[config.mk]
export PLATFORM = sky130hd
export DESIGN_NAME = sprite_fetch_arbiter
export DESIGN_NICKNAME = d
export VERILOG_FILES = /design/src/rtl/sprite_pkg.sv /design/src/rtl/sprite_fetch_arbiter_rr_pick.sv /design/src/rtl/sprite_fetch_arbiter.sv
export SDC_FILE = /design/constraint.sdc
export NUM_CORES = 1
export LEC_CHECK = 0
export CAP_MARGIN = 25
export CELL_PAD_IN_SITES_DETAIL_PLACEMENT = 1
export CELL_PAD_IN_SITES_GLOBAL_PLACEMENT = 2
export CORE_UTILIZATION = 25
export CTS_BUF_LIST = sky130_fd_sc_hd__clkbuf_8
export DETAILED_ROUTE_END_ITERATION = 16
export GPL_ROUTABILITY_DRIVEN = 0
export PLACE_DENSITY_LB_ADDON = 0.2
export SYNTH_ARGS = -nofsm -noshare
export SYNTH_HDL_FRONTEND = slang
export SYNTH_SLANG_ARGS = --single-unit
[constraint.sdc]
create_clock -name Clk -period 6.9 [get_ports Clk]
set_input_delay 2.07 -clock Clk [delete_from_list [all_inputs] [get_ports Clk]]
set_output_delay 2.07 -clock Clk [all_outputs]
set_load 0.1 [all_outputs]
[src/rtl/sprite_pkg.sv]
// Shared constants and types for the sprite ROM fetch path.
package sprite_pkg;

  localparam int unsigned REQ_P1    = 0;
  localparam int unsigned REQ_P2    = 1;
  localparam int unsigned REQ_CAR   = 2;
  localparam int unsigned REQ_MONEY = 3;

  localparam int unsigned SPR_NUM_REQ = 4;
  localparam int unsigned SPR_IDX_W   = 2;
  localparam int unsigned SPR_ADDR_W  = 12;
  localparam int unsigned SPR_DATA_W  = 48;

  // One tag-pipeline entry; idx names the requester owning the ROM read in flight.
  typedef struct packed {
    logic                 valid;
    logic [SPR_IDX_W-1:0] idx;
  } tag_t;

endpackage

[src/rtl/sprite_fetch_arbiter_rr_pick.sv]
// Combinational rotate-and-priority-encode: first set req bit at or after start, wrapping.
module rr_pick #(
  parameter int unsigned N  = 4,
  parameter int unsigned IW = 2
) (
  input  logic [N-1:0]  req,
  input  logic [IW-1:0] start,
  output logic [N-1:0]  gnt,
  output logic [IW-1:0] idx,
  output logic          any
);

  int          j_int;
  logic [IW-1:0] j;

  // Walk from farthest to nearest so the nearest hit is the one that sticks.
  always_comb begin
    gnt   = '0;
    idx   = '0;
    any   = |req;
    j_int = 0;
    j     = '0;
    for (int k = int'(N) - 1; k >= 0; k--) begin
      j_int = (int'(start) + k) % int'(N);
      j     = IW'(j_int);
      if (req[j]) begin
        gnt    = '0;
        gnt[j] = 1'b1;
        idx    = j;
      end
    end
  end

endmodule

[src/rtl/sprite_fetch_arbiter.sv]
// Round-robin sharing of the sprite ROM between scanline fetchers, with tagged responses,
// per-line grant count and a sticky overrun flag.
module sprite_fetch_arbiter import sprite_pkg::*; #(
  parameter int unsigned NUM_REQ = SPR_NUM_REQ,
  parameter int unsigned ADDR_W  = SPR_ADDR_W,
  parameter int unsigned DATA_W  = SPR_DATA_W,
  parameter int unsigned ROM_LAT = 2
) (
  input  logic                      Clk,
  input  logic                      Reset,
  input  logic                      NewLine,
  input  logic [NUM_REQ-1:0]        Req,
  input  logic [NUM_REQ*ADDR_W-1:0] ReqAddr,
  output logic [NUM_REQ-1:0]        Gnt,
  output logic                      RomEn,
  output logic [ADDR_W-1:0]         RomAddr,
  input  logic [DATA_W-1:0]         RomData,
  output logic [NUM_REQ-1:0]        RespValid,
  output logic [DATA_W-1:0]         RespData,
  output logic [7:0]                FetchCount,
  output logic                      Overrun
);

  localparam int unsigned IW = SPR_IDX_W;

  logic [IW-1:0]      ptr_q, ptr_d, start, gidx, issue_idx_q;
  logic [NUM_REQ-1:0] req_eff;
  logic               grant;
  tag_t               pipe_q [ROM_LAT];

  assign req_eff = Reset ? '0 : Req;
  assign start   = NewLine ? '0 : ptr_q;

  rr_pick #(
    .N  (NUM_REQ),
    .IW (IW)
  ) u_pick (
    .req   (req_eff),
    .start (start),
    .gnt   (Gnt),
    .idx   (gidx),
    .any   (grant)
  );

  always_comb begin
    ptr_d = start;
    if (grant) ptr_d = (gidx == IW'(NUM_REQ - 1)) ? '0 : gidx + IW'(1);
  end

  // Issue stage, then ROM_LAT tag stages so the last stage lines up with RomData.
  always_ff @(posedge Clk) begin
    if (Reset) begin
      ptr_q       <= '0;
      RomEn       <= 1'b0;
      RomAddr     <= '0;
      issue_idx_q <= '0;
      for (int i = 0; i < int'(ROM_LAT); i++) pipe_q[i] <= '0;
    end else begin
      ptr_q       <= ptr_d;
      RomEn       <= grant;
      issue_idx_q <= gidx;
      if (grant) RomAddr <= ReqAddr[gidx*ADDR_W +: ADDR_W];
      pipe_q[0] <= '{valid: RomEn, idx: issue_idx_q};
      for (int i = 1; i < int'(ROM_LAT); i++) pipe_q[i] <= pipe_q[i-1];
    end
  end

  always_ff @(posedge Clk) begin
    if (Reset) begin
      RespValid <= '0;
      RespData  <= '0;
    end else if (pipe_q[ROM_LAT-1].valid) begin
      RespValid <= NUM_REQ'(1) << pipe_q[ROM_LAT-1].idx;
      RespData  <= RomData;
    end else begin
      RespValid <= '0;
    end
  end

  always_ff @(posedge Clk) begin
    if (Reset) begin
      FetchCount <= '0;
      Overrun    <= 1'b0;
    end else begin
      if (NewLine)                            FetchCount <= grant ? 8'd1 : 8'd0;
      else if (grant && FetchCount != 8'hFF)  FetchCount <= FetchCount + 8'd1;
      if (NewLine && |(Req & ~Gnt))           Overrun    <= 1'b1;
    end
  end

endmodule

Word-level counts from Yosys, hierarchy flattened:

Memory sizes are Yosys's and may differ from the RTL's.
Cells that the tools add are included.

* add/sub/neg operators: 5
* multipliers: 1
* magnitude comparators: 8
* eq/ne operators: 2
* shifts and indexed selects: 2
* multiplexer cells: 36
* bitwise logic cells: 5
* reductions and logical operators: 10

Operators by type and width (count)
* variable part select 48 x 7 -> 12 bit: 1
* two-way mux 4 bit: 5
* two-way mux 8 bit: 2
* two-way mux 2 bit: 7
* < comparator 2 x 3 -> 1 bit, second input constant: 4
* two-way mux 1 bit: 12
* adder 8 x 1 -> 8 bit, second input constant: 1
* binary-select mux 1 bit (select 2 bit): 4
* demux 1 bit (select 2 bit): 4
* >= comparator 2 x 1 -> 1 bit, second input constant: 4
* != test 8 bit, second input constant: 1
* OR reduction 4 bit: 2
* logical AND 1 bit: 6
* two-way mux 3 bit: 2
* adder 2 x 1 -> 2 bit, second input constant: 2
* adder 2 bit, second input constant: 2
* bitwise AND 4 bit: 1
* multiplier 2 x 2 -> 4 bit, second input constant: 1
* inverter 4 bit: 1
* << shifter 1 x 2 -> 4 bit, first input constant: 1
* == test 2 bit, second input constant: 1
* OR 1 bit: 2
* nonzero test 2 bit: 1
* OR reduction 2 bit: 1
* inverter 1 bit: 1

* bits in registers: 78
* memory bits (writable): 6
* bits of input ports: 103
* output and inout bits: 78
* memories kept: 1

Memory list
* pipe_q: words 2, bits a word 3, read ports 2, clocked after Yosys merged registers in 0, write ports 2, line sprite_fetch_arbiter.sv:29 `tag_t pipe_q [ROM_LAT];`

Longest topological paths before layout:

Gate-level depths: netlist of run 1.

* word-level depth: 14
* depth in mapped cells: 15
* depth with buffers taken out: 10

By module:

A second synthesis of run 1 with hierarchy kept.

* cell total of the unflattened synthesis: 381
* area total of the unflattened synthesis: 3907.5 µm²

Modules (own cells, without submodules)
* sprite_fetch_arbiter: times used 1, cells an instance 314, area an instance 3377.0 µm², sequential area each 1681.6 µm²
* rr_pick: times used 1, cells an instance 67, area an instance 530.5 µm², sequential area each 0.0 µm²

Worst setup path before layout of run 1:

Ideal clock, no wire load.

* kind: input-to-output
* start point: in NewLine
* end point: out Gnt[2]
* arrival: 6.200 ns
* required time: 4.830 ns
* setup slack: -1.370 ns
* cell stages on the path: 10
* buffers on the path: 3
* path through: buf_6 > nor2b_4 > buf_6 > inv_1 > buf_1 > ha_1 > nor2_1 > mux2i_4 > a2111oi_4 > a311oi_1

* word-level cells in the longest chain between the ends: 10
* elaborated cells on any way between the ends: 36

RTL lines
* start: declaration: line sprite_fetch_arbiter.sv:11 `input logic NewLine,`
* two-way mux 2 bit (*): line sprite_fetch_arbiter.sv:32 `assign start = NewLine ? '0 : ptr_q;`
* adder 2 bit: line sprite_fetch_arbiter_rr_pick.sv:24 `j_int = (int'(start) + k) % int'(N);`
* < comparator 2 x 3 -> 1 bit (implied by the code) or >= comparator 2 x 1 -> 1 bit (tied branches): line sprite_fetch_arbiter_rr_pick.sv:28 `gnt[j] = 1'b1;`
* logical AND 1 bit (implied by the code): line sprite_fetch_arbiter_rr_pick.sv:28
* two-way mux 1 bit (implied by the code): line sprite_fetch_arbiter_rr_pick.sv:28
* demux 1 bit (select 2 bit)
* two-way mux 4 bit (3 in a row): line sprite_fetch_arbiter_rr_pick.sv:26 `if (req[j]) begin`
* two-way mux 4 bit (*): line sprite_fetch_arbiter_rr_pick.sv:26
* end: declaration: line sprite_fetch_arbiter.sv:14 `output logic [NUM_REQ-1:0] Gnt,`

Mark *: on every way between the ends. The rest lies on a longest branch, timed or not. The select of a mux whose other input is x is not followed.

Worst setup path in the final report of run 1:

Ends and elaborated chain as after synthesis.

==> results of run 1 <==
==> cell usage after synthesis (6+ instances only) <==
master / n / area [µm²]
dfxtp_1: 84 / 1680
mux2i_1: 74 / 741
nand2_1: 22 / 82.6
nor2b_1: 11 / 68.8
o21ai_0: 15 / 75.1
inv_1: 19 / 71.3
a211oi_1: 10 / 75.1
clkbuf_1: 12 / 45.0
buf_1: 8 / 30.0
and3_1: 15 / 93.8
nor2_1: 71 / 267
a2111oi_1: 6 / 60.1
a21oi_1: 16 / 80.1
==> layout make-up <==
class                      count  area (µm²)
multi-input combinational    311        2290
fill                        1857        9690
clock buffer                   9         124
tap                          216         270
timing repair buffer         194        1940
inverter                      19        71.3
clock inverter                 6        48.8
sequential                    84        1680
==> layer usage <==
| metal | GRT usage | routed length [µm] | up-vias |
|---|---|---|---|
| li1 | - | - | 1909 |
| met1 | 0.200 | 6350 | 1824 |
| met2 | 0.265 | 6260 | 139 |
| met3 | 0.0386 | 815 | 19 |
| met4 | 0.0652 | 267 | 0 |
| met5 | 0 | 0 | - |
==> per-stage QoR <==
step,area [µm²],setup slack [ns]
CTS,6420,0.340
floorplan,4210,-0.380
detailed placement,6250,0.339
global placement,6250,0.427
global route,6420,0.254
finish,6420,0.335
==> worst max-delay path, stage by stage <==
cell and delay (ns):
clkdlybuf4s50_1 0.50, buf_4 0.21, o21bai_1 0.24, a22o_1 0.27
or2_2 0.36, o21a_1 0.21, a311oi_2 0.40, buf_12 0.23
==> power by group through the flow <==
stage | clock network, mW | registers [mW] | logic, mW
2_1_floorplan | 0 | 0.678 | 0.189
3_3_place_gp | 0 | 0.538 | 0.477
3_5_place_dp | 0 | 0.539 | 0.482
4_1_cts | 0.347 | 0.528 | 0.483
5_1_grt | 0.364 | 0.531 | 0.504
6_report | 0.327 | 0.527 | 0.478
==> how the worst max path moves through the flow <==
stage | end | slack [ns] | cells after the start
floorplan | Gnt[2] | -0.38 | 10
global placement | Gnt[2] | 0.43 | 8
detailed placement | Gnt[2] | 0.34 | 8
CTS | Gnt[2] | 0.34 | 8
global route | Gnt[2] | 0.25 | 9
finish | Gnt[2] | 0.33 | 8
==> kinds of logic after synthesis <==
logic type / count (synthesis)
flip-flops: 84
adder cells (fa/ha/maj): 4
multiplexers: 81
AND/OR/NAND/NOR: 146
XOR/XNOR: 6
AO/OA/AOI/OAI: 74
buffers and inverters: 50
==> cells in the final DEF, fill, tap and decap left out, types with 3 or more instances in the layout <==
| master | count |
|---|---|
| a2111oi_1 | 6 |
| a2111oi_2 | 3 |
| a211oi_1 | 10 |
| a211oi_2 | 3 |
| a21oi_1 | 16 |
| and2_1 | 3 |
| and3_1 | 15 |
| buf_12 | 4 |
| buf_4 | 14 |
| clkbuf_8 | 9 |
| clkdlybuf4s50_1 | 175 |
| clkinvlp_4 | 3 |
| dfxtp_1 | 83 |
| ha_1 | 4 |
| inv_1 | 19 |
| mux2_2 | 3 |
| mux2i_1 | 74 |
| nand2_1 | 22 |
| nand4_1 | 5 |
| nor2_1 | 71 |
| nor2b_1 | 11 |
| o21ai_0 | 14 |
| xor2_1 | 5 |
==> registers in the layout, summed over array words and instances (netlist names) <==
name	flops
RespData	48
issue_idx_q	2
RespValid	4
pipe_q	6
FetchCount	8
RomEn	1
RomAddr	12
ptr_q	2
Overrun	1
==> run_results.csv, run 1 <==
group,metric,value,unit
run_status,outcome,"complete, no violations",
pwr,p_per_area,207,mW/mm²
setup_path,start_kind,"primary input",
global_routing,grt.overflow.total,0,
placed_design,hpwl,10.5,mm
timing,worst_pin_slew,1.05,ns
global_routing,grt_first_pass_wirelength,22.0,mm
cts,htreeDepth,3,
cts,clk_path_buf_depth,2,
pwr,p_sw,516,µW
drt,drtAntennaViolNets,0,
logic_synthesis,synth_compound_area_frac,0.140,
timing,hold_violations,0,
floorplan,die_height,131,µm
hold_path,whs_path_depth,1,
timing,period_minus_slack,6.57,ns
logic_synthesis,synth_top_family_by_area,"multiplexers",
logic_synthesis,syn_avg_cell_area,9.42,µm²
timing,final-setup-viol-count,0,
timing,rsz0062_at_grt,"no",
pwr,p_int,817,µW
hold_path,hold_end,"pipe_q[0][5]",
drt,first_pass_iters,4,
logic_synthesis,async_reset_ff_frac,0,
drt,wl_per_cell,16.3,µm
setup_path,reg2reg_depth,10,
logic_synthesis,ys_types,59,
drt,drcViolationCount,0,
hold_path,hold_class,"reg2reg",
final_layout,fin_cells,839,
setup_path,r2r-start,"ptr_q[0]",
drt,via_per_inst,4.64,
floorplan,rows,46,
floorplan,ios,181,
cts,clkSlewWorstSetupHoldPaths,0.09,ns
setup_path,criticalPathCategory,"in2out",
floorplan,start_util,0.260,
hold_path,hp-start,"pipe_q[0][2]",
global_routing,grt_antenna_before_repair,0,
logic_synthesis,synth_edf_count,0,
logic_synthesis,synthSimpleGateAreaFrac,0.175,
cts,cts_made_buffers,9,
setup_path,critPathLaunch,"NewLine",
setup_path,cp_data_arrival_time,4.50,ns
floorplan,core_area,0.0161,mm²
timing,max_freq,152,MHz
setup_path,cp_data_required_time,4.83,ns
floorplan,dieArea,0.0173,mm²
logic_synthesis,synth_nets,552,
timing,maxSlewViolCount,0,
placed_design,place.port_buffers,180,
pwr,clockPowerShare,0.246,
logic_synthesis,synthMuxAreaShare,0.202,
setup_path,r2r_slack,3.40,ns
logic_synthesis,netlist_instances,445,
timing,fin_worst_skew,0.00694,ns
final_layout,final_nets,726,
cts,cts_tree,"done",
global_routing,grt.total_usage,0.161,
pwr,peakVddDrop,0.0839,mV
timing,slew_headroom,0.296,
drt,routed_wirelength,13.7,mm
logic_synthesis,ys.warnings.count,0,
logic_synthesis,synthAdderAreaFrac,0.0119,
final_layout,drive_above_1_share,0.0963,
cts,hold_buffers,0,
cts,postCtsSetupRepairBufs,0,
placed_design,placed_cells,824,
logic_synthesis,ys_seq_elements,84,
cts,cts_root_buffer,"clkbuf_8",
final_layout,synthToLayoutAreaGrowth,53.3,%
pwr,p_total,1.33,mW
cts,insertion_delay,0.37,ns
cts,cts-resized-gates,0,
logic_synthesis,synth_xor_area_frac,0.0125,
floorplan,fp.dieW,131,µm
pwr,leakagePower,2.44,nW
drt,drtIter0Drc,187,
setup_path,cp_max_fo,8,
drt,vias,3891,
timing,whs,0.442,ns
timing,finalCritPeriodShare,0.951,
setup_path,critPathCaptureType,"output pin",
logic_synthesis,ys.flop_type,"dfxtp_1",
pwr,pwr-share-comb,0.359,
pwr,seqPwrFrac,0.396,
logic_synthesis,synth_seq_area_share,0.401,
logic_synthesis,netlist_area,0.00419,mm²
final_layout,post-route-util,0.399,
timing,finalSetupTns,0,ns
setup_path,r2r-end,"RomAddr[1]",
cts,cts_num_sinks,84,
pwr,power_switching_share,0.387,
job,drv_cap,0,
global_routing,grt_pass1_vias,4153,
global_routing,grt_max_degree,50,
final_layout,diodes,0,
No activity file was read; power rests on OpenSTA's default activity.
==> run 2, diff against run 1 <==
--- a/config.mk
+++ b/config.mk
@@ -13,6 +13,7 @@
 export DETAILED_ROUTE_END_ITERATION = 16
 export GPL_ROUTABILITY_DRIVEN = 0
 export PLACE_DENSITY_LB_ADDON = 0.2
+export REMOVE_ABC_BUFFERS = 1
 export SYNTH_ARGS = -nofsm -noshare
 export SYNTH_HDL_FRONTEND = slang
 export SYNTH_SLANG_ARGS = --single-unit
==> run_results.csv, run 2 (synthesis gave the netlist of run 1 again) <==
group,metric,value,unit
setup_path,cpPeakStageDelay,0.53,ns
drt,first_pass_iters,4,
timing,worst_pin_slew,1.02,ns
drt,wl_per_cell,16.2,µm
setup_path,cp_data_arrival_time,4.61,ns
cts,hold_buffers,0,
final_layout,largest_register,"RespData",
timing,finalCritPeriodShare,0.969,
cts,cts_made_buffers,9,
final_layout,post-route-util,0.398,
final_layout,largest_reg_flops,48,
global_routing,grt_first_pass_wirelength,22.2,mm
final_layout,nFillCells,1847,
setup_path,cp_max_fo,10,
floorplan,fp.dieW,131,µm
placed_design,hpwl,10.1,mm
pwr,peakVddDrop,0.0796,mV
timing,finalSetupTns,0,ns
setup_path,reg2reg_depth,9,
cts,cts-resized-gates,0,
floorplan,dieArea,0.0173,mm²
drt,vias,3904,
timing,hold_violations,0,
timing,max_freq,150,MHz
setup_path,start_kind,"primary input",
timing,maxSlewViolCount,0,
final_layout,diodes,0,
job,drv_cap,0,
global_routing,grt_max_degree,63,
drt,drtIter0Drc,151,
final_layout,synthToLayoutAreaGrowth,53.0,%
setup_path,criticalPathCategory,"in2out",
pwr,leakagePower,2.44,nW
setup_path,crit_path_cell_trace,"clkdlybuf4s50_1 > buf_4 > nor2b_1 > inv_1 > ha_1 > mux4_2 > and3_1 > a2111oi_4 > a311oi_1 > buf_12",
cts,htreeDepth,3,
timing,slew_headroom,0.315,
cts,cts_root_buffer,"clkbuf_8",
drt,drcViolationCount,0,
final_layout,drive_above_1_share,0.0913,
drt,via_per_inst,4.65,
setup_path,critPathCaptureType,"output pin",
drt,routed_wirelength,13.6,mm
timing,fin_worst_skew,0.00769,ns
final_layout,final_common_cell,"clkdlybuf4s50_1",
final_layout,largestRegisters,"RespData (48), RomAddr (12), FetchCount (8)",
global_routing,grt.overflow.total,0,
timing,final-setup-viol-count,0,
cts,clkSlewWorstSetupHoldPaths,0.09,ns
floorplan,start_util,0.260,
setup_path,slowest_stage,"a311oi_1",
cts,cts_tree,"done",
timing,period_minus_slack,6.68,ns
final_layout,final_cell_mix,"clkdlybuf4s50_1, dfxtp_1, mux2i_1",
cts,postCtsSetupRepairBufs,0,
floorplan,rows,46,
global_routing,grt_pass1_vias,4140,
floorplan,ios,181,
hold_path,hold_class,"reg2reg",
run_status,outcome,"complete, no violations",
global_routing,grt.total_usage,0.161,
floorplan,die_height,131,µm
cts,clk_path_buf_depth,2,
hold_path,whs_path_depth,1,
floorplan,core_area,0.0161,mm²
drt,drtAntennaViolNets,0,
final_layout,final_nets,726,
timing,rsz0062_at_grt,"no",
cts,cts_num_sinks,84,
pwr,p_per_area,209,mW/mm²
cts,insertion_delay,0.36,ns
global_routing,grt_antenna_before_repair,0,
placed_design,place.port_buffers,180,
setup_path,cp_data_required_time,4.83,ns
## run 2: changes by cell type in the layout (fill, tap and decap cells not counted), sizes merged
cell      change
clkinv        +1
inv           +2
clkinvlp      -2
## run 2: worst max-delay path: cells and delay by family
kind / cells / cell delay (ns)
AO/OA/AOI/OAI: 2 / 0.64
multiplexers: 1 / 0.21
AND/OR/NAND/NOR: 2 / 0.46
adder cells (fa/ha/maj): 1 / 0.32
buffers and inverters: 4 / 0.91
## run 2: per-layer routing
metal  global-route usage  part of all wire  vias to the layer above
li1                     -                 -                     1907
met1                0.201              0.46                     1837
met2                0.269              0.47                      145
met3               0.0347             0.061                       15
met4               0.0601             0.015                        0
met5                    0                 0                        -
## run 2: path summary, 6_finish.rpt
path                                    from            to  slack (ns)
worst max-delay path                 NewLine        Gnt[2]        0.22
worst max register to register      ptr_q[0]    RomAddr[5]        3.42
worst min register to register  pipe_q[0][2]  pipe_q[0][5]        0.44
worst min-delay path            pipe_q[0][2]  pipe_q[0][5]        0.44
## run 2: stage by stage
stage / setup WS [ns] / total power, mW / hold slack (ns) / instances / instance area (µm²)
after global routing: 0.101 / 1.41 / 0.457 / 840 / 6410
after global placement: 0.175 / 1.01 / 0.425 / 824 / 6230
after detailed placement: 0.184 / 1.02 / 0.427 / 824 / 6230
after CTS: 0.173 / 1.37 / 0.450 / 840 / 6410
after floorplan: -1.28 / 0.845 / 0.414 / 414 / 4020
final: 0.216 / 1.34 / 0.443 / 840 / 6410
## run 2: where the power goes
group / total [mW] / switching, mW / internal [mW]
Sequential: 0.528 / 0.0178 / 0.510
Combinational: 0.475 / 0.301 / 0.174
Clock: 0.340 / 0.204 / 0.136
Total: 1.34 / 0.523 / 0.820
## run 2: final cells by class
class / instances / area, µm² / area share
multi-input combinational: 311 / 2270 / 0.353
timing repair buffer: 194 / 1940 / 0.303
sequential: 84 / 1680 / 0.262
tap: 216 / 270 / 0.0421
clock buffer: 9 / 124 / 0.0193
inverter: 19 / 71.3 / 0.0111
clock inverter: 7 / 56.3 / 0.00878
